$ cat src/rtl/uart_tx_arbiter_if.sv
`timescale 1ns/1ps
// Bundle between byte producers, the shared UART tx controller and the arbiter.
// The slave modport is the arbiter's view; master is the surrounding system.
interface uart_tx_arbiter_if #(
   parameter int NUM_REQ    = 4,
   parameter int DATA_WIDTH = 8
);

   logic [NUM_REQ-1:0]            reqValid;
   logic [NUM_REQ*DATA_WIDTH-1:0] reqData;
   logic [NUM_REQ-1:0]            reqReady;
   logic                          txDone;
   logic [DATA_WIDTH-1:0]         dataOut;
   logic                          loadDataReg;
   logic                          byteReady;
   logic                          transmitByte;
   logic                          busy;
   logic [$clog2(NUM_REQ)-1:0]    grantId;
   logic                          errTimeout;

   modport master (
      output reqValid, reqData, txDone,
      input  reqReady, dataOut, loadDataReg, byteReady, transmitByte,
             busy, grantId, errTimeout
   );

   modport slave (
      input  reqValid, reqData, txDone,
      output reqReady, dataOut, loadDataReg, byteReady, transmitByte,
             busy, grantId, errTimeout
   );

endinterface

$ cat src/rtl/uart_tx_arbiter.sv
`timescale 1ns/1ps
// Round-robin arbiter sharing one UART tx path among NUM_REQ byte producers:
// accepts one byte per grant, sequences load/byte-ready/transmit, then waits for end-of-frame.
module uart_tx_arbiter #(
   parameter int NUM_REQ    = 4,
   parameter int DATA_WIDTH = 8,
   parameter int TIMEOUT    = 2048
) (
   input  logic             clk,
   input  logic             rst,
   uart_tx_arbiter_if.slave bus
);

   localparam int GW = $clog2(NUM_REQ);
   localparam int IW = GW + 1;
   localparam int WW = $clog2(TIMEOUT) + 1;

   typedef enum logic [4:0] {
      IDLE      = 5'b00001,
      LOAD      = 5'b00010,
      READY     = 5'b00100,
      START     = 5'b01000,
      WAIT_DONE = 5'b10000
   } state_t;

   state_t                state;
   state_t                stateNext;
   logic [DATA_WIDTH-1:0] heldByte;
   logic [DATA_WIDTH-1:0] pickData;
   logic [GW-1:0]         lastGrant;
   logic [GW-1:0]         grantReg;
   logic [GW-1:0]         pick;
   logic [GW-1:0]         candIdx;
   logic [IW-1:0]         idx;
   logic                  anyValid;
   logic                  accept;
   logic                  wdExpired;
   logic [WW-1:0]         watchdog;

   // Walk from the farthest candidate (lastGrant itself) to the nearest (lastGrant+1);
   // the last hit wins, which yields the first valid requester after lastGrant.
   always_comb begin
      pick     = '0;
      anyValid = 1'b0;
      idx      = '0;
      candIdx  = '0;
      for (int i = NUM_REQ; i >= 1; i--) begin
         idx = {1'b0, lastGrant} + IW'(i);
         if (idx >= IW'(NUM_REQ))
            idx = idx - IW'(NUM_REQ);
         candIdx = idx[GW-1:0];
         if (bus.reqValid[candIdx]) begin
            pick     = candIdx;
            anyValid = 1'b1;
         end
      end
   end

   always_comb begin
      pickData = '0;
      for (int i = 0; i < NUM_REQ; i++)
         if (pick == GW'(i))
            pickData = bus.reqData[i*DATA_WIDTH +: DATA_WIDTH];
   end

   assign accept    = (state == IDLE) && anyValid && !rst;
   assign wdExpired = (watchdog == WW'(TIMEOUT - 1));

   always_ff @(posedge clk) begin
      if (rst)
         state <= IDLE;
      else
         state <= stateNext;
   end

   // txDone outranks a simultaneous watchdog expiry.
   always_comb begin
      stateNext      = state;
      bus.reqReady   = '0;
      bus.errTimeout = 1'b0;
      case (state)
         IDLE: begin
            if (anyValid) begin
               stateNext = LOAD;
               if (!rst)
                  bus.reqReady[pick] = 1'b1;
            end
         end
         LOAD:  stateNext = READY;
         READY: stateNext = START;
         START: stateNext = WAIT_DONE;
         WAIT_DONE: begin
            if (bus.txDone) begin
               stateNext = IDLE;
            end else if (wdExpired) begin
               stateNext      = IDLE;
               bus.errTimeout = !rst;
            end
         end
         default: stateNext = IDLE;
      endcase
   end

   always_ff @(posedge clk) begin
      if (rst) begin
         heldByte  <= '0;
         grantReg  <= '0;
         lastGrant <= GW'(NUM_REQ - 1);
         watchdog  <= '0;
      end else begin
         if (accept) begin
            heldByte  <= pickData;
            grantReg  <= pick;
            lastGrant <= pick;
         end
         if (state == START)
            watchdog <= '0;
         else if (state == WAIT_DONE)
            watchdog <= watchdog + WW'(1);
      end
   end

   // Strobes decode straight from the one-hot state flops, so they are glitch-free.
   assign bus.dataOut      = heldByte;
   assign bus.loadDataReg  = (state == LOAD);
   assign bus.byteReady    = (state == READY);
   assign bus.transmitByte = (state == START);
   assign bus.busy         = (state != IDLE);
   assign bus.grantId      = grantReg;

   assert property (@(posedge clk) disable iff (rst) $onehot0(bus.reqReady));
   assert property (@(posedge clk) disable iff (rst)
      $onehot0({bus.loadDataReg, bus.byteReady, bus.transmitByte, bus.errTimeout}));
   assert property (@(posedge clk) disable iff (rst) $onehot(state));

endmodule

$ cat src/flat_wrapper.sv
// flat-port wrapper written by rule: the top's interface ports become plain ports
module uart_tx_arbiter_flat 
#(
   parameter int NUM_REQ    = 4,
   parameter int DATA_WIDTH = 8,
   parameter int TIMEOUT    = 2048
)
  (clk, rst, bus_reqValid, bus_reqData, bus_txDone, bus_reqReady, bus_dataOut, bus_loadDataReg, bus_byteReady, bus_transmitByte, bus_busy, bus_grantId, bus_errTimeout);
  uart_tx_arbiter_if #(.NUM_REQ(NUM_REQ), .DATA_WIDTH(DATA_WIDTH)) bus_i ();
  input  logic clk;
  input  logic rst;
  input wire logic [$bits(bus_i.reqValid)-1:0] bus_reqValid;
  input wire logic [$bits(bus_i.reqData)-1:0] bus_reqData;
  input wire logic [$bits(bus_i.txDone)-1:0] bus_txDone;
  output wire logic [$bits(bus_i.reqReady)-1:0] bus_reqReady;
  output wire logic [$bits(bus_i.dataOut)-1:0] bus_dataOut;
  output wire logic [$bits(bus_i.loadDataReg)-1:0] bus_loadDataReg;
  output wire logic [$bits(bus_i.byteReady)-1:0] bus_byteReady;
  output wire logic [$bits(bus_i.transmitByte)-1:0] bus_transmitByte;
  output wire logic [$bits(bus_i.busy)-1:0] bus_busy;
  output wire logic [$bits(bus_i.grantId)-1:0] bus_grantId;
  output wire logic [$bits(bus_i.errTimeout)-1:0] bus_errTimeout;
  assign bus_i.reqValid = bus_reqValid;
  assign bus_i.reqData = bus_reqData;
  assign bus_i.txDone = bus_txDone;
  assign bus_reqReady = bus_i.reqReady;
  assign bus_dataOut = bus_i.dataOut;
  assign bus_loadDataReg = bus_i.loadDataReg;
  assign bus_byteReady = bus_i.byteReady;
  assign bus_transmitByte = bus_i.transmitByte;
  assign bus_busy = bus_i.busy;
  assign bus_grantId = bus_i.grantId;
  assign bus_errTimeout = bus_i.errTimeout;
  uart_tx_arbiter #(.NUM_REQ(NUM_REQ), .DATA_WIDTH(DATA_WIDTH), .TIMEOUT(TIMEOUT)) u_core (.clk(clk), .rst(rst), .bus(bus_i));
endmodule
$ cat config.mk
export PLATFORM = sky130hd
export DESIGN_NAME = uart_tx_arbiter_flat
export DESIGN_NICKNAME = d
export VERILOG_FILES = /design/src/rtl/uart_tx_arbiter_if.sv /design/src/rtl/uart_tx_arbiter.sv /design/src/flat_wrapper.sv
export SDC_FILE = /design/constraint.sdc
export NUM_CORES = 1
export LEC_CHECK = 0
export ABC_AREA = 1
export CAP_MARGIN = 20
export CORE_UTILIZATION = 50
export CTS_CLUSTER_SIZE = 28
export DETAILED_ROUTE_END_ITERATION = 10
export DONT_BUFFER_PORTS = 1
export HOLD_SLACK_MARGIN = 0.12
export PLACE_DENSITY = 0.71
export SYNTH_ARGS = -nofsm -noshare
export SYNTH_HDL_FRONTEND = slang
export SYNTH_SLANG_ARGS = --single-unit
$ cat constraint.sdc
create_clock -name clk -period 2 [get_ports clk]
set_input_delay 0.2 -clock clk [delete_from_list [all_inputs] [get_ports clk]]
set_output_delay 0.2 -clock clk [all_outputs]
set_load 0.1 [all_outputs]
==> impl_metrics.yaml, run 1 <==
synth:
  seq_total_area_yosys: 0.326
  synthesis.yosys.warnings: 0
  synth_enable_flop_cells: 0
  post_synth_cell_types: 34
  postSynth.topFlopCell: "sky130_fd_sc_hd__dfxtp_1"
  share_of_async_settable_or_async_resettable_flops_after_synthesis: 0
  synthTopCellsByArea: "sky130_fd_sc_hd__dfxtp_1 33%, sky130_fd_sc_hd__nand2_1 16%, sky130_fd_sc_hd__nand3_1 7.0%"
  number_of_instances_in_the_synthesized_netlist: 265
  synth_top_cell_area_share: 0.326
  netlist_top_cells_count: "78 x sky130_fd_sc_hd__nand2_1, 30 x sky130_fd_sc_hd__inv_1, 29 x sky130_fd_sc_hd__dfxtp_1"
  synthDominantAreaCellType: "sky130_fd_sc_hd__dfxtp_1"
  synth-seq-cells: 29
  synthesis.area_um2: 1780
  post-synth-top-count-cell: "sky130_fd_sc_hd__nand2_1"
  syn-mean-instance-area_um2: 6.72
  syn-num-nets: 305
die:
  fp.dieArea_um2: 3800
  initial_core_util: 0.529
  placement_rows: 21
  design.core.area_um2: 3360
  chipWidth_um: 61.7
  fp.dieH_um: 61.7
  boundaryPins: 58
place:
  place.port_buffers: 0
  pre_cts_ws_ps: 24.0
  final_hpwl_dp_um: 2920
  gp_congestion: 0.849
routing:
  drt-initial-drc-count: 149
  route.vias.total: 2130
  ant_nets: 0
  detail_route.wirelength_um: 6220
  drc: 0
  vias_per_cell: 5.65
  detailedRoute.firstPassIterationCount: 5
  detail_route.wl_per_cell_um: 16.5
timing:
  finalHoldWorstSlack_ps: 148
  timing.slew.headroom: 0.734
  finalSetupViolations: 5
  finalWorstSetupSlack_ps: -245
  report.final.slew_viol_count: 0
  post-route-period-util: 1.12
  final_hold_viol_count: 0
  clock_skew_ps: 5.84
  timing.final.crit_period_ps: 2250
  timing_worst_slew_pin_value_ps: 399
  fin_tns_setup_ps: -913
  rsz0062_at_grt: "true"
  fmaxAchievable_ghz: 0.445
run_status:
  run_status: "finished, violations left"
  violations_in_the_final_reports: "negative setup slack"
global_routing:
  global_route.overflow_total: 0
  grt_max_degree: 12
  grt_pass1_wl_um: 8240
  antenna_found_initial: 0
  grt_pass1_vias: 1863
  globalRouteTotalUtil: 0.296
cells_and_area:
  fillerInstances: 208
  antenna_cells: 0
  nets: 370
  final_layout_size_suffix_gt1_frac: 0.360
  area_growth_pct: 51.9
worst_setup_path:
  critPathBufInv: 3
  critical-path-slowest-cell: "sky130_fd_sc_hd__dfxtp_4"
  worst-endpoint-required_ps: 1800
  cp_data_arrival_time_ps: 2050
  path_class: "reg -> out"
  kind_of_capture_point_of_the_worst_setup_path: "output port"
  worstRegToRegCells: 14
  cp_num_cells: 12
  critPathMaxFanout: 5
  timing.critical_path.from_type: "flip-flop"
  kind_of_cell_adding_the_most_delay_to_the_critical_path: "simple AND/OR/NAND/NOR gates"
  cp_slowest_stage_delay_ps: 390
  crit_path_cell_trace: "inv_4 > nand2_2 > nand2_4 > nand2_2 > nand2_2 > inv_2 > nand2_4 > o21ai_4 > nor2_4 > nand2_4 > nor2_4 > buf_12"
cts:
  cts-buffers-inserted: 5
  insertion_delay_ps: 330
  clock_path_buffers: 2
  cts_root_buf: "sky130_fd_sc_hd__clkbuf_4"
  cts_max_level: 2
  count_of_clock_tree_sinks: 29
  cts_tree: "yes"
  path_clk_slew_ps: 100
power_and_ir_drop:
  static-leakage-power_nw: 1.29
  power.combinational.fraction: 0.738
  pwr_density_cell_nw_per_um2: 1620
  worst_ir_drop_vdd_uv: 1350
  share_seq_of_total_power: 0.181
  clock_power_share: 0.081
  power_report.internal_total_w: 0.00178
  switching_power_w: 0.00260
  power.share.switching: 0.593
hold_path:
  hold_path_depth: 4
  hold_class: "in -> reg"
flow_run:
  maxCapViolations: 0
-- cells in the final DEF, fill, tap and decap left out, drive strengths merged --
cell type    count
a21oi            8
a221oi           1
a22oi            2
buf             37
clkbuf           6
clkinv           2
dfxtp           29
dlygate4sd3     27
ha               1
inv             37
nand2           88
nand3           28
nand4            4
nor2            27
nor3             2
nor3b            1
nor4             5
o21a             1
o21ai           18
o21bai           1
or2              3
xor2             3
-- path summary, 6_finish.rpt --
| check | startpoint | slack (ps) | to |
|---|---|---|---|
| worst max-delay path | u_core.lastGrant[1] | -250 | bus_reqReady[1] |
| worst min-delay path | bus_txDone | 150 | u_core.state[0] |
| worst max register to register | u_core.lastGrant[1] | -30 | u_core.bus.dataOut[7] |
| worst min register to register | u_core.watchdog[11] | 470 | u_core.watchdog[11] |
-- through the flow --
stage / std cells / power (W) / area (um2) / util
2_1_floorplan: 265 / 0.00287 / 1860 / -
3_3_place_gp: 328 / 0.00331 / 2100 / 0.624
3_5_place_dp: 328 / 0.00333 / 2100 / 0.624
4_1_cts: 373 / 0.00392 / 2560 / 0.761
5_1_grt: 377 / 0.00457 / 2700 / 0.804
6_report: 377 / 0.00438 / 2700 / 0.804
-- cell families after synthesis --
kind of cell / Yosys count / synth area share
AND/OR/NAND/NOR: 158 / 0.442
buffers and inverters: 43 / 0.109
AO/OA/AOI/OAI: 31 / 0.101
flip-flops: 29 / 0.326
XOR/XNOR: 3 / 0.0148
adder cells (fa/ha/maj): 1 / 0.00703
-- flip-flops by register name, indices dropped and copies added, names as in the netlist --
| name | flops |
|---|---|
| u_core.bus.dataOut | 8 |
| u_core.watchdog | 12 |
| u_core.bus.grantId | 2 |
| u_core.lastGrant | 2 |
| u_core.state | 5 |
-- layer usage --
layer,track usage,share of wire
met2,0.528,0.52
met1,0.351,0.36
met4,0.105,0.048
met3,0.0588,0.071
met5,0,0
-- repair_timing --
item | 4_1_cts | 5_1_grt
pin swaps | 15 | 18
buffers inserted | 10 | 4
hold buffers | 27 | 0
endpoints found under the hold margin | 19 | 0
endpoints found under the setup margin | 5 | 7
gates resized for setup | 22 | 35
-- worst reg2reg max path: cells and delay by family, from the launching register on --
family / cells / cell delay [ps]
AOI/OAI and AO/OA: 2 / 280
DFF: 1 / 390
buffers and inverters: 4 / 440
and+or+nand+nor: 8 / 800
-- power groups by stage --
stage	logic, W	clock network [W]	registers [W]
6_report	0.00323	0.000355	0.000791
5_1_grt	0.00339	0.000379	0.000803
4_1_cts	0.00281	0.000348	0.000769
3_5_place_dp	0.00256	0	0.000775
3_3_place_gp	0.00254	0	0.000773
2_1_floorplan	0.00161	0	0.00126
-- cell type report --
| type | count | area, um2 | area share |
|---|---|---|---|
| multi-input combinational | 193 | 1230 | 0.457 |
| timing repair buffer | 64 | 611 | 0.226 |
| sequential | 29 | 598 | 0.221 |
| inverter | 37 | 151 | 0.0560 |
| tap | 46 | 57.6 | 0.0213 |
| clock buffer | 6 | 41.3 | 0.0153 |
| clock inverter | 2 | 10.0 | 0.00370 |
Note: power is estimated with default switching activity, not from simulation.
==> run 2: changes to the inputs <==
- SKIP_LAST_GASP: not set -> 1
==> run 2 against run 1 <==
The run still ends with negative setup slack left. Power hardly changed. Flip-flop and latch count stayed put. Sequential share of layout area is 0.072 points lower. Worst hold slack worse by 2.6 ps. Worst setup slack worse by 6.3 ps. Die area stayed put. Global-route usage stayed put. First-iteration DRC count stayed put. Non-clock buffer count stayed put. Critical path type unchanged. Largest cell class unchanged.
==> impl_metrics.yaml, run 2 (synthesized netlist as in run 1, its figures left out) <==
place:
  place.port_buffers: 0
  placed_area_um2: 2100
  gp_congestion: 0.849
  pre_cts_ws_ps: 24.0
  final_hpwl_dp_um: 2920
cts:
  cts_max_level: 2
  clock_path_buffers: 2
  count_of_clock_tree_sinks: 29
  insertion_delay_ps: 330
  path_clk_slew_ps: 100
  cts_root_buf: "sky130_fd_sc_hd__clkbuf_4"
  cts_tree: "yes"
  cts-buffers-inserted: 5
die:
  design.core.area_um2: 3360
  fp.dieH_um: 61.7
  chipWidth_um: 61.7
  fp.dieArea_um2: 3800
  placement_rows: 21
  boundaryPins: 58
  initial_core_util: 0.529
power_and_ir_drop:
  pwr_density_cell_nw_per_um2: 1620
  share_seq_of_total_power: 0.181
  static-leakage-power_nw: 1.29
  switching_power_w: 0.00260
  clock_power_share: 0.081
  power_report.internal_total_w: 0.00178
  worst_ir_drop_vdd_uv: 1350
  power.combinational.fraction: 0.738
  finalPower_w: 0.00438
  power.share.switching: 0.593
routing:
  detail_route.wirelength_um: 6210
  route.vias.total: 2125
  drt-initial-drc-count: 149
  ant_nets: 0
  detailedRoute.firstPassIterationCount: 5
  detail_route.wl_per_cell_um: 16.5
  drc: 0
  vias_per_cell: 5.64
timing:
  finalWorstSetupSlack_ps: -251
  rsz0062_at_grt: "true"
  final_hold_viol_count: 0
  clock_skew_ps: 4.24
  finalSetupViolations: 6
  timing.slew.headroom: 0.732
  report.final.slew_viol_count: 0
  timing_worst_slew_pin_value_ps: 401
  post-route-period-util: 1.13
  timing.final.crit_period_ps: 2250
  fmaxAchievable_ghz: 0.444
global_routing:
  grt_max_degree: 12
  globalRouteTotalUtil: 0.296
  grt_pass1_vias: 1863
  global_route.overflow_total: 0
  antenna_found_initial: 0
  grt_pass1_wl_um: 8240
worst_setup_path:
  kind_of_cell_adding_the_most_delay_to_the_critical_path: "simple AND/OR/NAND/NOR gates"
  worst-endpoint-required_ps: 1800
  kind_of_capture_point_of_the_worst_setup_path: "output port"
  cp_data_arrival_time_ps: 2050
  critPathBufInv: 3
  path_class: "reg -> out"
  worstRegToRegCells: 14
  cp_slowest_stage_delay_ps: 390
  timing.critical_path.from_type: "flip-flop"
  critical-path-slowest-cell: "sky130_fd_sc_hd__dfxtp_4"
  crit_path_cell_trace: "inv_4 > nand2_2 > nand2_4 > nand2_2 > nand2_2 > inv_2 > nand2_4 > o21ai_4 > nor2_4 > nand2_4 > nor2_4 > buf_12"
  critPathMaxFanout: 5
  cp_num_cells: 12
cells_and_area:
  nets: 370
  final_layout_size_suffix_gt1_frac: 0.353
  max_flop_register: "u_core.watchdog"
  antenna_cells: 0
  area_growth_pct: 51.7
  stdcell_area_um2: 2700
  postLayoutCoreUtil: 0.803
  mostFrequentLayoutCells: "58 x sky130_fd_sc_hd__nand2_1, 32 x sky130_fd_sc_hd__buf_4, 27 x sky130_fd_sc_hd__inv_1, 27 x sky130_fd_sc_hd__dlygate4sd3_1, 23 x sky130_fd_sc_hd__dfxtp_1"
  largest_register_ffs: 12
  layout.cells.most_common: "sky130_fd_sc_hd__nand2_1"
hold_path:
  hold_path_depth: 4
  hold_class: "in -> reg"
flow_run:
  maxCapViolations: 0
run_status:
  violations_in_the_final_reports: "negative setup slack"
  run_status: "finished, violations left"
-- run 2: path summary, 6_finish.rpt --
| check | slack [ps] | end | startpoint |
|---|---|---|---|
| hold / removal | 150 | u_core.bus.dataOut[3] | bus_reqData[3] |
| hold reg to reg | 470 | u_core.watchdog[11] | u_core.watchdog[11] |
| setup / recovery | -250 | bus_reqReady[1] | u_core.lastGrant[1] |
| setup reg to reg | -40 | u_core.bus.dataOut[7] | u_core.lastGrant[1] |
-- run 2: routing by layer --
layer,share of wire,GRT usage
met5,0,0
met4,0.054,0.105
met3,0.070,0.0588
met2,0.51,0.528
met1,0.37,0.351
-- run 2: power groups by stage --
stage	Combinational, W	Sequential, W	Clock, W
after global routing	0.00339	0.000803	0.000379
after detailed placement	0.00256	0.000775	0
final	0.00323	0.000791	0.000355
after global placement	0.00254	0.000773	0
after floorplan	0.00161	0.00126	0
after CTS	0.00281	0.000769	0.000348
-- run 2: per-stage QoR --
step,setup TNS (ps),std cells,hold WS (ps)
floorplan,-886,265,389
global placement,0,328,274
detailed placement,0,328,276
CTS,-362,373,121
global route,-1460,377,171
finish,-960,377,146
-- run 2: what timing repair did --
item / in CTS / in global routing
hold buffers: 27 / 0
gates resized for setup: 22 / 32
setup buffers: 10 / 4
setup endpoints to repair: 5 / 7
endpoints found under the hold margin: 19 / 0
pin swaps: 15 / 18
-- run 2: worst min-delay path: stages --
cell and delay (ps):
sky130_fd_sc_hd__nand2_1 30, sky130_fd_sc_hd__nand3_1 70, sky130_fd_sc_hd__nand3_1 80, sky130_fd_sc_hd__nand2_1 60
-- run 2: final cells by class --
type                            count  area [um2]
Fill cell                         209         662
Timing Repair Buffer               64         611
Sequential cell                    29         596
Multi-Input combinational cell    193        1230
Tap cell                           46        57.6
Clock buffer                        6        41.3
Clock inverter                      2        10.0
Inverter                           37         151
